--- src/rtl/mc_ctrl.sv ---
// mc_ctrl: multicycle MIPS-subset control unit.
// Moore-style FSM sequencing fetch/decode/execute/writeback. Control outputs
// are combinational from the current state, opcode and funct. The one Mealy
// term is the branch pc_write, which follows the ALU zero flag of the
// current cycle. A 32-bit counter tracks completed instructions.
module mc_ctrl (
  input  logic        clk,
  input  logic        rst,
  input  logic [5:0]  op,
  input  logic [5:0]  funct,
  input  logic        zero,
  output logic        pc_write,
  output logic        iord,
  output logic        mem_write,
  output logic        ir_write,
  output logic        reg_write,
  output logic        ext_op,
  output logic [1:0]  reg_dst,
  output logic        wd_sel,
  output logic [1:0]  alu_srca,
  output logic [1:0]  alu_srcb,
  output logic [3:0]  alu_op,
  output logic [1:0]  npc_sel,
  output logic [3:0]  state,
  output logic [31:0] retired
);

  typedef enum logic [3:0] {
    S_FETCH  = 4'd0,
    S_DECODE = 4'd1,
    S_MEMADR = 4'd2,
    S_MEMRD  = 4'd3,
    S_MEMWB  = 4'd4,
    S_MEMWR  = 4'd5,
    S_EXEC_R = 4'd6,
    S_RWB    = 4'd7,
    S_BRANCH = 4'd8,
    S_JUMP   = 4'd9,
    S_EXEC_I = 4'd10,
    S_IWB    = 4'd11
  } state_t;

  // Opcodes
  localparam logic [5:0] OP_RTYPE = 6'h00;
  localparam logic [5:0] OP_LW    = 6'h23;
  localparam logic [5:0] OP_SW    = 6'h2B;
  localparam logic [5:0] OP_BEQ   = 6'h04;
  localparam logic [5:0] OP_ADDIU = 6'h09;
  localparam logic [5:0] OP_ORI   = 6'h0D;
  localparam logic [5:0] OP_LUI   = 6'h0F;
  localparam logic [5:0] OP_J     = 6'h02;

  // R-type funct codes
  localparam logic [5:0] FN_ADDU = 6'h21;
  localparam logic [5:0] FN_SUBU = 6'h23;
  localparam logic [5:0] FN_AND  = 6'h24;
  localparam logic [5:0] FN_OR   = 6'h25;
  localparam logic [5:0] FN_SLT  = 6'h2A;
  localparam logic [5:0] FN_SLL  = 6'h00;
  localparam logic [5:0] FN_SRL  = 6'h02;

  // ALU operations
  localparam logic [3:0] ALU_ADD = 4'd0;
  localparam logic [3:0] ALU_SUB = 4'd1;
  localparam logic [3:0] ALU_AND = 4'd2;
  localparam logic [3:0] ALU_OR  = 4'd3;
  localparam logic [3:0] ALU_SLT = 4'd4;
  localparam logic [3:0] ALU_SLL = 4'd5;
  localparam logic [3:0] ALU_SRL = 4'd6;
  localparam logic [3:0] ALU_LUI = 4'd7;

  state_t cur, nxt;
  logic   pc_write_c, ir_write_c;
  logic   retire_now;

  assign state = cur;

  // Every state that completes an instruction always returns to FETCH, so
  // being in one of them means the coming edge retires an instruction.
  assign retire_now = (cur == S_MEMWB) || (cur == S_MEMWR) || (cur == S_RWB) ||
                      (cur == S_BRANCH) || (cur == S_JUMP) || (cur == S_IWB);

  // PC and IR strobes are held off while in reset so nothing is latched
  // even though the FETCH decode is visible on the other outputs.
  assign pc_write = pc_write_c & ~rst;
  assign ir_write = ir_write_c & ~rst;

  // State register; reset abandons any instruction in flight.
  always_ff @(posedge clk or posedge rst) begin
    if (rst) cur <= S_FETCH;
    else     cur <= nxt;
  end

  // Retired-instruction counter, wraps naturally at 32 bits.
  always_ff @(posedge clk or posedge rst) begin
    if (rst)             retired <= 32'd0;
    else if (retire_now) retired <= retired + 32'd1;
  end

  // Next-state and control-output decode.
  always_comb begin
    nxt        = S_FETCH;
    pc_write_c = 1'b0;
    iord       = 1'b0;
    mem_write  = 1'b0;
    ir_write_c = 1'b0;
    reg_write  = 1'b0;
    ext_op     = 1'b0;
    reg_dst    = 2'd0;
    wd_sel     = 1'b0;
    alu_srca   = 2'd0;
    alu_srcb   = 2'd0;
    alu_op     = ALU_ADD;
    npc_sel    = 2'd0;
    case (cur)
      S_FETCH: begin
        ir_write_c = 1'b1;
        alu_srcb   = 2'd1;
        pc_write_c = 1'b1;
        nxt        = S_DECODE;
      end
      S_DECODE: begin
        // Branch target computed speculatively while the opcode is decoded.
        alu_srcb = 2'd3;
        ext_op   = 1'b1;
        case (op)
          OP_LW, OP_SW:              nxt = S_MEMADR;
          OP_RTYPE:                  nxt = S_EXEC_R;
          OP_BEQ:                    nxt = S_BRANCH;
          OP_J:                      nxt = S_JUMP;
          OP_ADDIU, OP_ORI, OP_LUI:  nxt = S_EXEC_I;
          default:                   nxt = S_FETCH;
        endcase
      end
      S_MEMADR: begin
        alu_srca = 2'd1;
        alu_srcb = 2'd2;
        ext_op   = 1'b1;
        if (op == OP_LW)      nxt = S_MEMRD;
        else if (op == OP_SW) nxt = S_MEMWR;
        else                  nxt = S_FETCH;
      end
      S_MEMRD: begin
        iord = 1'b1;
        nxt  = S_MEMWB;
      end
      S_MEMWB: begin
        reg_write = 1'b1;
        wd_sel    = 1'b1;
      end
      S_MEMWR: begin
        iord      = 1'b1;
        mem_write = 1'b1;
      end
      S_EXEC_R: begin
        alu_srca = 2'd1;
        nxt      = S_RWB;
        case (funct)
          FN_ADDU: alu_op = ALU_ADD;
          FN_SUBU: alu_op = ALU_SUB;
          FN_AND:  alu_op = ALU_AND;
          FN_OR:   alu_op = ALU_OR;
          FN_SLT:  alu_op = ALU_SLT;
          FN_SLL: begin
            alu_op   = ALU_SLL;
            alu_srca = 2'd2;
          end
          FN_SRL: begin
            alu_op   = ALU_SRL;
            alu_srca = 2'd2;
          end
          // Unsupported funct: drop the instruction without a writeback.
          default: nxt = S_FETCH;
        endcase
      end
      S_RWB: begin
        reg_write = 1'b1;
        reg_dst   = 2'd1;
      end
      S_BRANCH: begin
        alu_srca   = 2'd1;
        alu_op     = ALU_SUB;
        npc_sel    = 2'd1;
        pc_write_c = zero;
      end
      S_JUMP: begin
        npc_sel    = 2'd2;
        pc_write_c = 1'b1;
      end
      S_EXEC_I: begin
        alu_srca = 2'd1;
        alu_srcb = 2'd2;
        nxt      = S_IWB;
        case (op)
          OP_ORI:  alu_op = ALU_OR;
          OP_LUI:  alu_op = ALU_LUI;
          default: begin
            alu_op = ALU_ADD;
            ext_op = 1'b1;
          end
        endcase
      end
      S_IWB: begin
        reg_write = 1'b1;
      end
      default: nxt = S_FETCH;
    endcase
  end

endmodule

--- config.mk ---
export PLATFORM = sky130hd
export DESIGN_NAME = mc_ctrl
export DESIGN_NICKNAME = d
export VERILOG_FILES = /design/src/rtl/mc_ctrl.sv
export SDC_FILE = /design/constraint.sdc
export NUM_CORES = 1
export LEC_CHECK = 0
export ABC_AREA = 1
export CORE_MARGIN = 5
export CORE_UTILIZATION = 48
export CTS_CLUSTER_SIZE = 10
export DETAILED_ROUTE_END_ITERATION = 6
export PLACE_DENSITY = 0.81
export SETUP_SLACK_MARGIN = 0.02
export SYNTH_ARGS = -nofsm -noshare
export SYNTH_HDL_FRONTEND = slang
export SYNTH_SLANG_ARGS = --single-unit
--- constraint.sdc ---
create_clock -name clk -period 1.9 [get_ports clk]
set_input_delay 0.19 -clock clk [delete_from_list [all_inputs] [get_ports clk]]
set_output_delay 0.19 -clock clk [all_outputs]
set_load 0.05 [all_outputs]
* Yosys cells after proc, flatten, opt, wreduce, memory -nomap -nowiden
Index checks and enable logic that the tools add are counted.
Storage, ports and cells: flip-flop bits (word level) 36, word-level logic and storage cells 70
Cells by class: reduce and logical (&&, ||, !) cells 19, muxes and demuxes 21, bitwise operators 3, equal/unequal tests 24, $add $sub $neg 1
Operator list (number):
- $eq 6x6->1 const B | 7
- $add 32x1->32 const B | 1
- $pmux 4 s6 | 1
- $pmux 4 s5 | 1
- $eq 6x4->1 const B | 3
- $pmux 3 s6 | 1
- $eq 4x3->1 const B | 4
- $eq 4x4->1 const B | 4
- $reduce_or 2->1 | 7
- $eq 6x2->1 const B | 2
- $logic_not 6->1 | 2
- $mux 3 | 3
- $pmux 3 s3 | 1
- $reduce_or 3->1 | 3
- $eq 4x2->1 const B | 2
- $pmux 2 s2 | 2
- $mux 1 | 7
- $reduce_or 7->1 | 1
- $eq 6x3->1 const B | 1
- $pmux 2 s3 | 1
- $pmux 3 s2 | 1
- $logic_or 1x1->1 | 5
- $eq 4x1->1 const B | 1
- $logic_not 4->1 | 1
- other kinds (4) | 6

* Logic depth before layout (Yosys ltp)
Gate-level depths: netlist of run 1.
depth after elaboration 6, depth in mapped cells 11, mapped depth without buffers 10

* Least setup slack after synthesis of run 1
No wires, ideal clock.
path type reg2out, start point register cur[3], in the netlist state[3], end point output port pc_write, setup slack -727 ps, data arrival time 2437 ps, required time 1710 ps, cell stages (with the launch flop) 5, cell sequence dfrtp_1 nand2_1 nor2_1 a211oi_1 nor2_1
Between the ends: cells in the longest elaborated chain, start to end 4, elaborated cells between the ends (all ways) 6, those cells by class 2 x eq/ne; 1 x mux; 1 x bitwise; 2 x reduce/logical
RTL lines:
- start: declaration | line 72 | state_t cur, nxt;
- start signal: assignment | line 91 | else cur <= nxt;
- $eq 4x4->1 / $logic_not 4->1 (equally long branches) | line 115 | case (cur)
- $reduce_or 2->1 (no source line)
- $pmux 1 s2 (*) | line 115
- $and 1x1->1 (*) | line 85 | assign pc_write = pc_write_c & ~rst;
- end: declaration | line 12 | output logic pc_write,
Mark *: on every way between the ends. The rest lies on a longest branch, timed or not.

* Worst setup path after layout of run 1
start point register cur[2], in the netlist state[2], end point output port pc_write
The elaborated chain is that of the path after synthesis.

==> results of run 1 <==
==> routing by layer <==
layer | wire length [um] | vias to the layer above
met5 | 0 | -
met4 | 158 | 0
met3 | 432 | 17
met2 | 3210 | 88
met1 | 2740 | 1181
li1 | - | 1278
==> worst max-delay path, delay by kind of cell (launching register included) <==
family,cells,cell delay (ns)
AO/OA/AOI/OAI,1,0.12
buffers and inverters,2,0.28
flip-flops,1,0.42
AND/OR/NAND/NOR,3,0.49
==> kinds of logic (layout without fill, tap and decap cells) <==
family / Yosys count / count (layout) / share of synthesized area [%]
XOR/XNOR: 19 / 19 / 6.80
other: 1 / 2 / 0.153
AND/OR/NAND/NOR: 245 / 245 / 45.6
adder cells (fa/ha/maj): 1 / 1 / 0.511
flip-flops: 36 / 36 / 36.8
buffers and inverters: 43 / 118 / 7.20
AO/OA/AOI/OAI: 13 / 13 / 2.96
==> worst paths after layout <==
kind                       cells after the start           to
hold / removal                                 3  retired[15]
setup reg to reg                               8   retired[6]
setup / recovery                               6     pc_write
min in group clk                               2  retired[30]
hold reg to reg                                2  retired[30]
max in group asynchronous                      3     state[1]
==> Yosys cell counts <==
master / number / area share [%]
nand3b_1: 10 / 3.1
nand2_1: 114 / 17
inv_2: 1 / 0.15
nand4_1: 13 / 3.3
nand2_2: 4 / 1.0
nor3_1: 4 / 0.82
o21ai_0: 8 / 1.6
buf_6: 1 / 0.46
nor4_1: 1 / 0.26
nor2_1: 65 / 10
buf_4: 2 / 0.61
xor2_1: 12 / 4.3
nand2_4: 1 / 0.46
nand3_1: 19 / 3.9
ha_1: 1 / 0.51
dfrtp_1: 36 / 37
a21oi_1: 2 / 0.41
nand3_2: 2 / 0.82
nor2_2: 5 / 1.3
and2_1: 1 / 0.26
conb_1: 1 / 0.15
nor2_4: 5 / 2.3
nor3_4: 1 / 0.66
o21bai_1: 1 / 0.31
xnor2_1: 7 / 2.5
a21boi_0: 1 / 0.31
a211oi_1: 1 / 0.31
inv_1: 39 / 6.0
==> flip-flops by register name, summed over array words and instances (netlist names) <==
| signal | cells |
|---|---|
| state | 4 |
| retired | 32 |
==> power by group through the flow <==
stage / Clock [mW] / Combinational (mW) / Sequential [mW]
detailed placement: 0 / 1.10 / 0.899
CTS: 0.590 / 1.10 / 0.884
floorplan: 0 / 0.489 / 1.06
global placement: 0 / 1.09 / 0.896
global route: 0.623 / 1.17 / 0.897
finish: 0.582 / 1.11 / 0.888
==> stage by stage <==
step | total power, mW | hold slack, ns | utilization, % | cell area (sq um) | worst slack, ns
3_5_place_dp | 1.99 | 0.498 | 67.1 | 3380 | 0.0902
5_1_grt | 2.69 | 0.453 | 69.7 | 3510 | -0.0104
3_3_place_gp | 1.99 | 0.496 | 67.1 | 3380 | 0.175
2_1_floorplan | 1.55 | 0.357 | - | 2480 | -0.302
6_report | 2.58 | 0.397 | 69.7 | 3510 | 0.0969
4_1_cts | 2.58 | 0.411 | 69.2 | 3490 | 0.0270
==> cell type report <==
cell class / count / area [sq um]
fill: 421 / 1530
multi-input combinational: 280 / 1440
sequential: 36 / 903
timing repair buffer: 70 / 838
inverter: 40 / 150
tap: 70 / 87.6
clock buffer: 7 / 86.3
clock inverter: 1 / 7.51
==> repair_timing <==
action,4_1_cts,5_1_grt
setup buffers,0,0
gates resized for setup,3,10
pin swaps,0,1
setup endpoints to repair,6,9
==> impl_metrics.env, run 1 <==
export IMPL_outcome="finished, final reports clean"
export IMPL_totalWireLength_um=6540
export IMPL_area_delta_synth_final_pct=43.4
export IMPL_clock_skew_final_ns=0.00569
export IMPL_groute_usage_overall_pct=21.5
export IMPL_ys_seq_area_share_pct=36.8
export IMPL_place_hpwl_um=5200
export IMPL_grt_pass1_vias=2544
export IMPL_drv_cap=0
export IMPL_rows=26
export IMPL_place_gp_congestion=0.930
export IMPL_worstSkewPairLatency_ns=0.29
export IMPL_p_seq_share_pct=34.4
export IMPL_use_met3_pct=5.04
export IMPL_synthesis_area_sq_um=2450
export IMPL_start_util_pct=48.6
export IMPL_top_usage_layer="met2"
export IMPL_cp_max_fo=6
export IMPL_setup_tns_final_ns=0
export IMPL_port_buffers=67
export IMPL_cp_slowest_cell="dfrtp_1"
export IMPL_grt_antenna_before_repair=0
export IMPL_syn_inst=358
export IMPL_grt_util_met2_pct=37.0
export IMPL_drive_gt1_share_pct=15.4
export IMPL_timing_fmax_mhz=555
export IMPL_wire_per_inst_um=13.0
export IMPL_final_hold_violation_count=0
export IMPL_dieArea_sq_um=6630
export IMPL_die_w_um=81.4
export IMPL_clkTransAtPathRegs_ns=0.08
export IMPL_rsz0062_at_grt="yes"
export IMPL_crit_chain="inv_1 > nand2_2 > nor2_2 > a211oi_1 > nor2_2 > buf_12"
export IMPL_crit_type="reg2out"
export IMPL_dr_first_iter_drc_count=148
export IMPL_cp_arrival_ns=1.61
export IMPL_drtAntennaViolNets=0
export IMPL_vias=2564
export IMPL_boundaryPins=70
export IMPL_leakagePower_nw=1.56
export IMPL_synth_seq_cells=36
export IMPL_grtUsageMet1_pct=25.7
export IMPL_ys_warn_count=0
export IMPL_power_per_cell_area_nw_per_um2=734
export IMPL_grt_max_degree=37
export IMPL_switching_share_pct=41.4
export IMPL_switchingPower_mw=1.07
export IMPL_r2r_start="state[3]"
export IMPL_r2r_slack_ns=0.27
export IMPL_avgSynthCellArea_sq_um=6.84
export IMPL_cpPeakStageDelay_ns=0.42
export IMPL_startpoint="state[2]"
export IMPL_final_common_cell="nand2_1"
export IMPL_drc=0
export IMPL_yosysUniqueCellTypes=28
export IMPL_period_share_pct=94.9
export IMPL_critPathLaunchType="flop"
export IMPL_fin_crit_ns=1.80
export IMPL_combPwrFrac_pct=43.0
export IMPL_htree_levels=2
export IMPL_cts_sinks=36
export IMPL_cts_buffer_depth=2
export IMPL_die_y_um=81.4
export IMPL_gr_total_overflow=0
export IMPL_maxSlewViolCount=0
export IMPL_dp_cells=496
export IMPL_finalSetupViolations=0
export IMPL_stdcell_count=504
export IMPL_n_antenna_cell=0
export IMPL_dr_pass1_iters=4
export IMPL_pwr_share_clk_pct=22.6
export IMPL_relSlewSlack_pct=64.8
export IMPL_coreArea_sq_um=5040
export IMPL_nets=449
export IMPL_cp_common_cell="nor2_2"
export IMPL_worst_hold_path_type="in2async"
export IMPL_worst_ep_required_time_ns=1.71
export IMPL_critPathCaptureType="primary output"
export IMPL_final_cell_mix="nand2_1, nor2_1, clkdlybuf4s50_1"
export IMPL_via_per_inst=5.09
export IMPL_grt_pass1_wl_um=11100
export IMPL_worstMarginPinSlew_ns=0.526
export IMPL_vdd_ir_drop_max_mv=0.903
export IMPL_power_internal_mw=1.51
export IMPL_cts_tree="yes"
export IMPL_hold_buffers=0
export IMPL_cts_buffers_inserted=5
export IMPL_clockRootBuffer="clkbuf_8"
Power figures use the tool's default switching activity.
==> run 2: changes to the inputs <==
--- a/config.mk
+++ b/config.mk
@@ -6,7 +6,7 @@
 export NUM_CORES = 1
 export LEC_CHECK = 0
 export ABC_AREA = 1
-export CORE_MARGIN = 5
+export CORE_MARGIN = 4
 export CORE_UTILIZATION = 48
 export CTS_CLUSTER_SIZE = 10
 export DETAILED_ROUTE_END_ITERATION = 6
==> impl_metrics.env, run 2 (synthesis gave the netlist of run 1 again) <==
export IMPL_outcome="finished, final reports clean"
export IMPL_hold_slack_ns=0.387
export IMPL_cts_tree="yes"
export IMPL_vias=2523
export IMPL_layout_setup_ws_ns=0.113
export IMPL_period_share_pct=94.1
export IMPL_power_per_cell_area_nw_per_um2=777
export IMPL_maxSlewViolCount=0
export IMPL_via_per_inst=5.04
export IMPL_cp_top_family="buffers and inverters"
export IMPL_dieArea_sq_um=6310
export IMPL_stdcell_count=501
export IMPL_cp_slowest_cell="clkdlybuf4s50_1"
export IMPL_crit_type="reg2out"
export IMPL_dr_first_iter_drc_count=114
export IMPL_path_depth=1
export IMPL_worstSkewPairLatency_ns=0.29
export IMPL_crit_chain="clkdlybuf4s50_1"
export IMPL_htree_levels=2
export IMPL_timing_fmax_mhz=560
export IMPL_start_util_pct=50.8
export IMPL_n_antenna_cell=0
export IMPL_register_area_sq_um=903
export IMPL_worst_ep_required_time_ns=1.71
export IMPL_totalWireLength_um=6370
export IMPL_leakagePower_nw=1.58
export IMPL_grt_pass1_wl_um=10700
export IMPL_area_delta_synth_final_pct=43.9
export IMPL_drv_cap=0
export IMPL_final_util_pct=73.1
export IMPL_reg2reg_to="retired[23]"
export IMPL_cts_buffers_inserted=5
export IMPL_worst_hold_path_type="in2async"
export IMPL_drive_gt1_share_pct=15.9
export IMPL_postCtsSetupBuffers=0
export IMPL_cpPeakStageDelay_ns=0.85
export IMPL_boundaryPins=70
export IMPL_place_ws_ns=0.0888
export IMPL_gr_total_overflow=0
export IMPL_grt_max_degree=37
export IMPL_cp_arrival_ns=1.60
export IMPL_critPathCaptureType="primary output"
export IMPL_cts_buffer_depth=2
export IMPL_final_hold_violation_count=0
export IMPL_port_buffers=67
export IMPL_rows=25
export IMPL_rsz0062_at_grt="no"
export IMPL_cp_endpoint="retired[27]"
export IMPL_hold_buffers=0
export IMPL_dr_pass1_iters=4
export IMPL_coreArea_sq_um=4820
export IMPL_finalSetupViolations=0
export IMPL_wire_per_inst_um=12.7
export IMPL_die_y_um=79.4
export IMPL_final_cell_mix="nand2_1, nor2_1, clkdlybuf4s50_1"
export IMPL_final_fill_count=397
export IMPL_die_w_um=79.4
export IMPL_place_gp_congestion=0.861
export IMPL_cts_sinks=36
export IMPL_drtAntennaViolNets=0
export IMPL_drc=0
export IMPL_startpoint="retired[27]"
export IMPL_grt_antenna_before_repair=0
export IMPL_grt_pass1_vias=2503
export IMPL_worst_path_buf_inv=1
export IMPL_fin_crit_ns=1.79
export IMPL_largest_reg_flops=32
export IMPL_r2r_slack_ns=0.29
export IMPL_nets=449
export IMPL_multi_input_area_sq_um=1450
export IMPL_final_common_cell="nand2_1"
export IMPL_clockRootBuffer="clkbuf_8"
export IMPL_clock_skew_final_ns=0.00513
export IMPL_vdd_ir_drop_max_mv=0.555
export IMPL_worstMarginPinSlew_ns=0.522
export IMPL_dp_cells=493
export IMPL_top_register="retired"
export IMPL_clkTransAtPathRegs_ns=0.07
export IMPL_place_hpwl_um=4920
export IMPL_relSlewSlack_pct=65.1
export IMPL_rr_worst_depth=6
export IMPL_r2r_start="retired[9]"
export IMPL_critPathLaunchType="flop"
export IMPL_power_mw=2.74
export IMPL_groute_usage_overall_pct=21.0
export IMPL_cp_max_fo=7
## run 2: cell count changes in the layout (fill, tap and decap cells not counted)
| cell | before | now |
|---|---|---|
| nor2_2 | 15 | 14 |
| buf_4 | 5 | 7 |
| nor2_4 | 7 | 8 |
| clkbuf_8 | 6 | 7 |
| clkbuf_1 | 1 | 0 |
| nand2_1 | 111 | 110 |
| bufinv_16 | 0 | 1 |
| clkinvlp_4 | 1 | 0 |
| buf_12 | 15 | 13 |
| nand2_2 | 7 | 8 |
## run 2: per-stage QoR
stage / instance area, sq um / setup TNS (ns)
floorplan: 2480 / -0.730
global placement: 3350 / 0
detailed placement: 3350 / 0
CTS: 3480 / 0
global route: 3520 / 0
finish: 3520 / 0
## run 2: final cells by class
cell class	instances	share of cell area (%)
clock buffer	7	2.73
timing repair buffer	70	23.1
sequential	36	25.6
inverter	40	4.26
tap	67	2.38
clock inverter	1	0.852
multi-input combinational	280	41.1
## run 2: worst min path at each step
stage | depth (start not counted) | from | slack (ns) | endpoint
floorplan | 1 | rst | 0.36 | retired[0]
detailed placement | 2 | retired[30] | 0.51 | retired[30]
CTS | 3 | rst | 0.41 | retired[7]
global route | 3 | rst | 0.47 | retired[2]
finish | 3 | rst | 0.39 | retired[7]
global placement | 2 | retired[30] | 0.50 | retired[30]
## run 2: report_power, final
group / switching [mW] / internal (mW) / total (mW)
clock network: 0.279 / 0.463 / 0.742
logic: 0.712 / 0.396 / 1.11
registers: 0.0703 / 0.819 / 0.889
## run 2: timing repair
item / 4_1_cts / 5_1_grt
resized for setup: 1 / 14
pin swaps: 0 / 2
endpoints found under the setup margin: 3 / 8
## run 2: per-layer routing
metal / global-route usage [%] / part of all wire [%] / vias up
met2: 37.1 / 49 / 68
met3: 4.85 / 5.0 / 15
li1: - / - / 1271
met1: 24.6 / 44 / 1169
met5: 0 / 0 / -
met4: 7.73 / 2.4 / 0
==> patch 1 (settings of run 2) <==
Add an input register stage for `op`, `funct` and `zero`; this delays them by one clock. Comments in the files are not updated.
--- a/src/rtl/mc_ctrl.sv
+++ b/src/rtl/mc_ctrl.sv
@@ -71,2 +71,12 @@
 
+  logic [5:0] op_q;
+  logic [5:0] funct_q;
+  logic zero_q;
+
+  always_ff @(posedge clk) begin
+    op_q    <= op;
+    funct_q <= funct;
+    zero_q  <= zero;
+  end
+
   state_t cur, nxt;
@@ -125,3 +135,3 @@
         ext_op   = 1'b1;
-        case (op)
+        case (op_q)
           OP_LW, OP_SW:              nxt = S_MEMADR;
@@ -138,4 +148,4 @@
         ext_op   = 1'b1;
-        if (op == OP_LW)      nxt = S_MEMRD;
-        else if (op == OP_SW) nxt = S_MEMWR;
+        if (op_q == OP_LW)      nxt = S_MEMRD;
+        else if (op_q == OP_SW) nxt = S_MEMWR;
         else                  nxt = S_FETCH;
@@ -157,3 +167,3 @@
         nxt      = S_RWB;
-        case (funct)
+        case (funct_q)
           FN_ADDU: alu_op = ALU_ADD;
@@ -183,3 +193,3 @@
         npc_sel    = 2'd1;
-        pc_write_c = zero;
+        pc_write_c = zero_q;
       end
@@ -193,3 +203,3 @@
         nxt      = S_IWB;
-        case (op)
+        case (op_q)
           OP_ORI:  alu_op = ALU_OR;
Behaviour: not the same (a bounded check fails within 4 cycles, from zero or initial values and one cycle with rst high).
==> patch 1 against run 2 <==
- area after synthesis up 18%
- critical endpoint is now alu_op[2]
- global-route usage grew 1.2 points
- sequential cell count is 13 higher
- first-iteration DRC count is 54% higher
- wire length grew 23%
- design area is 12% higher
- worst setup slack lost 0.076 ns
- power up 8.7%
- sequential power increased by 33%
==> patch 1: results (changes against run 2) <==
metric,value,unit,change
use_met1,30.6,%,+6.0 points
multi_input_area_share,41.5,%,+0.44 points
reg2reg_slack,0.16,ns,-0.13 ns
r2r.worst_path.cells,10,,+4
routabilityCongestion,0.920,,+6.9%
clock_latency,0.31,ns,+0.02 ns
fillers,496,,+25%
ir_drop,0.000692,V,+25%
yosysUniqueCellTypes,29,,+3.6%
use_met3,3.65,%,-1.2 points
slowest_stage,dfrtp_2,,
grt_first_pass_wirelength,13200,um,+23%
ys_ff_latch,49,,+36%
switching_share,38.6,%,-0.12 points
cp.arrival,1.67,ns,+0.07 ns
use_met2,36.9,%,-0.28 points
p_sw,1.15,mW,+8.4%
wl_met2,3790,um,+22%
ys_seq_area_share,40.1,%,+3.3 points
dp_slack,0.255,ns,+0.167 ns
vias,2888,,+14%
grt_pass1_vias,2771,,+11%
cp_top_family,flip-flops,,
groute.usage.overall,22.2,%,+1.2 points
drt-total-wl,7820,um,+23%
max_stage_delay,0.45,ns,-0.40 ns
crit_fanout,6,,-1
viasPerCell,4.98,,-1.1%
drive_above_1_share,13.5,%,-2.4 points
seqCellArea,1160,sq um,+29%
drt-met1-wl,3540,um,+27%
synth.top_cells.by_area,"dfrtp_1, nand2_1, nor2_1",,
placed_cells,571,,+16%
layout.nonclk_buf_share,20.3,%,-2.8 points
comb_power_share,37.7,%,-2.8 points
pwr-share-clk,22.7,%,-4.4 points
r2r_end,retired[17],,
wl_met3,388,um,+22%
outcome,"complete, no violations",,
synth_commonest_cells,"nand2_1, nor2_1, inv_1",,
p_leak,1.80,nW,+14%
nMultiInputCombCells,338,,+21%
worst_hold_slack,0.320,ns,-0.0670 ns
placedInstanceArea,3800,sq um,+13%
dieArea,7340,sq um,+16%
clockNetworkAreaShare,2.57,%,-1.0 points
[patch 1: cells by family (layout without fill, tap and decap cells)]
family	count (synthesis)	in the layout	synth area share [%]
AND/OR/NAND/NOR	306	306	45.5
flip-flops	49	49	40.1
buffers and inverters	45	118	6.22
XOR/XNOR	16	16	4.84
AO/OA/AOI/OAI	13	13	2.77
adder cells (fa/ha/maj)	1	1	0.432
other	1	2	0.130
[patch 1: worst max path at each step]
stage               start           to  slack (ns)
6_report         state[3]    alu_op[2]        0.04
2_1_floorplan    state[0]     pc_write       -0.22
4_1_cts          state[2]  alu_srcb[1]        0.01
3_5_place_dp     state[2]  retired[17]        0.26
5_1_grt          state[2]       ext_op       -0.04
3_3_place_gp   retired[0]  retired[12]        0.32
[patch 1: what timing repair did]
item,4_1_cts,5_1_grt
resized for setup,1,12
setup buffers,0,1
setup endpoints to repair,2,7
pin swaps,0,1
==> patch 2 (settings of run 2) <==
Made on the original files. Reset style: synchronous (`rst`), changed in 2 clocked blocks.
--- a/src/rtl/mc_ctrl.sv
+++ b/src/rtl/mc_ctrl.sv
@@ -88,3 +88,3 @@
   // State register; reset abandons any instruction in flight.
-  always_ff @(posedge clk or posedge rst) begin
+  always_ff @(posedge clk) begin
     if (rst) cur <= S_FETCH;
@@ -94,3 +94,3 @@
   // Retired-instruction counter, wraps naturally at 32 bits.
-  always_ff @(posedge clk or posedge rst) begin
+  always_ff @(posedge clk) begin
     if (rst)             retired <= 32'd0;
Check against the original RTL: differs if rst is asserted again (counterexample within 4 cycles, from zero or initial values and one cycle with rst high); with rst held inactive, the same outputs for 10 cycles.
==> patch 2 against run 2 <==
- critical endpoint is now pc_write
- wire length is 7.8% higher
- count of clock-buffer cells in the layout stayed put
- critical path depth is 5 higher
- sequential cell count stayed put
- design area is 2.8% lower
- fmax is 4.0% lower
- global-route usage is 2.0 points higher
- non-clock buffer count is 3 higher
- final cell count is 8.4% higher
- area after synthesis is 3.9% lower
- synthesized cell count is 12% higher
- worst setup slack worse by 0.075 ns
Power is not compared: it rests on default switching activity, and its combinational part moved more than twofold at a synthesized area within 25%.
==> patch 2: results (changes against run 2) <==
metric,value,unit,change
outcome,"complete, no violations",,
yosysUniqueCellTypes,32,,+14%
fillers,401,,+1.0%
r2r.worst_path.cells,11,,+5
drive_above_1_share,15.1,%,-0.77 points
layout.nonclk_buf_share,23.3,%,+0.22 points
ys_seq_area_share,30.6,%,-6.2 points
inv_count,60,,+50%
place.detailed.hpwl,5450,um,+11%
r2r_end,retired[27],,
synth_commonest_cells,"nand2_1, nor2_1, inv_1",,
synth.top_cells.by_area,"dfxtp_1, nand2_1, nor2_1",,
largest_register_ffs,32,,unchanged
crit_fanout,4,,-3
grt_pass1_vias,2645,,+5.7%
slowest_stage,a221oi_1,,
fin_skew,0.00919,ns,+0.00406 ns
placed_cells,535,,+8.5%
buffers,73,,+4.3%
viasPerCell,5.10,,+1.2%
clockNetworkAreaShare,3.69,%,+0.10 points
first_iter_violations,123,,+7.9%
cp_top_family,compound AO/OA/AOI/OAI gates,,
nMultiInputCombCells,299,,+6.8%
worst_slack,0.0373,ns,-0.0754 ns
seqCellArea,726,sq um,-20%
rr_startpoint,state[2],,
async_reset_ff_share,0,%,-100 points
firstDrtPassIters,5,,+1
clk_pin_slew,0.07,ns,about the same
synth_area,2350,sq um,-3.9%
cp.arrival,1.67,ns,+0.07 ns
vias,2768,,+9.7%
grt_max_degree,19,,-49%
worst_hold_slack,0.504,ns,+0.117 ns
max_stage_delay,0.45,ns,-0.40 ns
synth-xor-area-share,1.12,%,-5.7 points
groute.usage.overall,23.0,%,+2.0 points
relSlewSlack,64.1,%,-1.0 points
grt_first_pass_wirelength,11600,um,+8.6%
hp-class,flip-flop to flip-flop,,
multi_input_area_share,42.8,%,+1.8 points
synth_fa_ha_area_share,0.532,%,+0.021 points
routabilityCongestion,0.890,,+3.4%
dp_slack,0.118,ns,+0.0289 ns
[patch 2: cell count changes after synthesis, sizes merged, moves of 16 or more]
cell,change
a21oi,+16
dfrtp,-36
dfxtp,+36
inv,+19
nand2,-17
nor2,+24
[patch 2: repair_timing]
item / 4_1_cts / 5_1_grt
endpoints found under the setup margin: 1 / 7
setup buffers: 0 / 0
resized for setup: 1 / 5
gates cloned: 0 / 0
[patch 2: per-layer routing]
| metal | wire length [um] | track usage (%) | share of wire (%) | vias to the layer above |
|---|---|---|---|---|
| li1 | - | - | - | 1404 |
| met1 | 2960 | 28.6 | 43 | 1265 |
| met2 | 3480 | 41.3 | 51 | 88 |
| met3 | 328 | 3.44 | 4.8 | 11 |
| met4 | 95 | 6.64 | 1.4 | 0 |
| met5 | 0 | 0 | 0 | - |
[patch 2: power by group]
part / switching (mW) / internal, mW
registers: 0.00458 / 0.758
logic: 0.145 / 0.0901
clock network: 0.278 / 0.463
total: 0.428 / 1.31
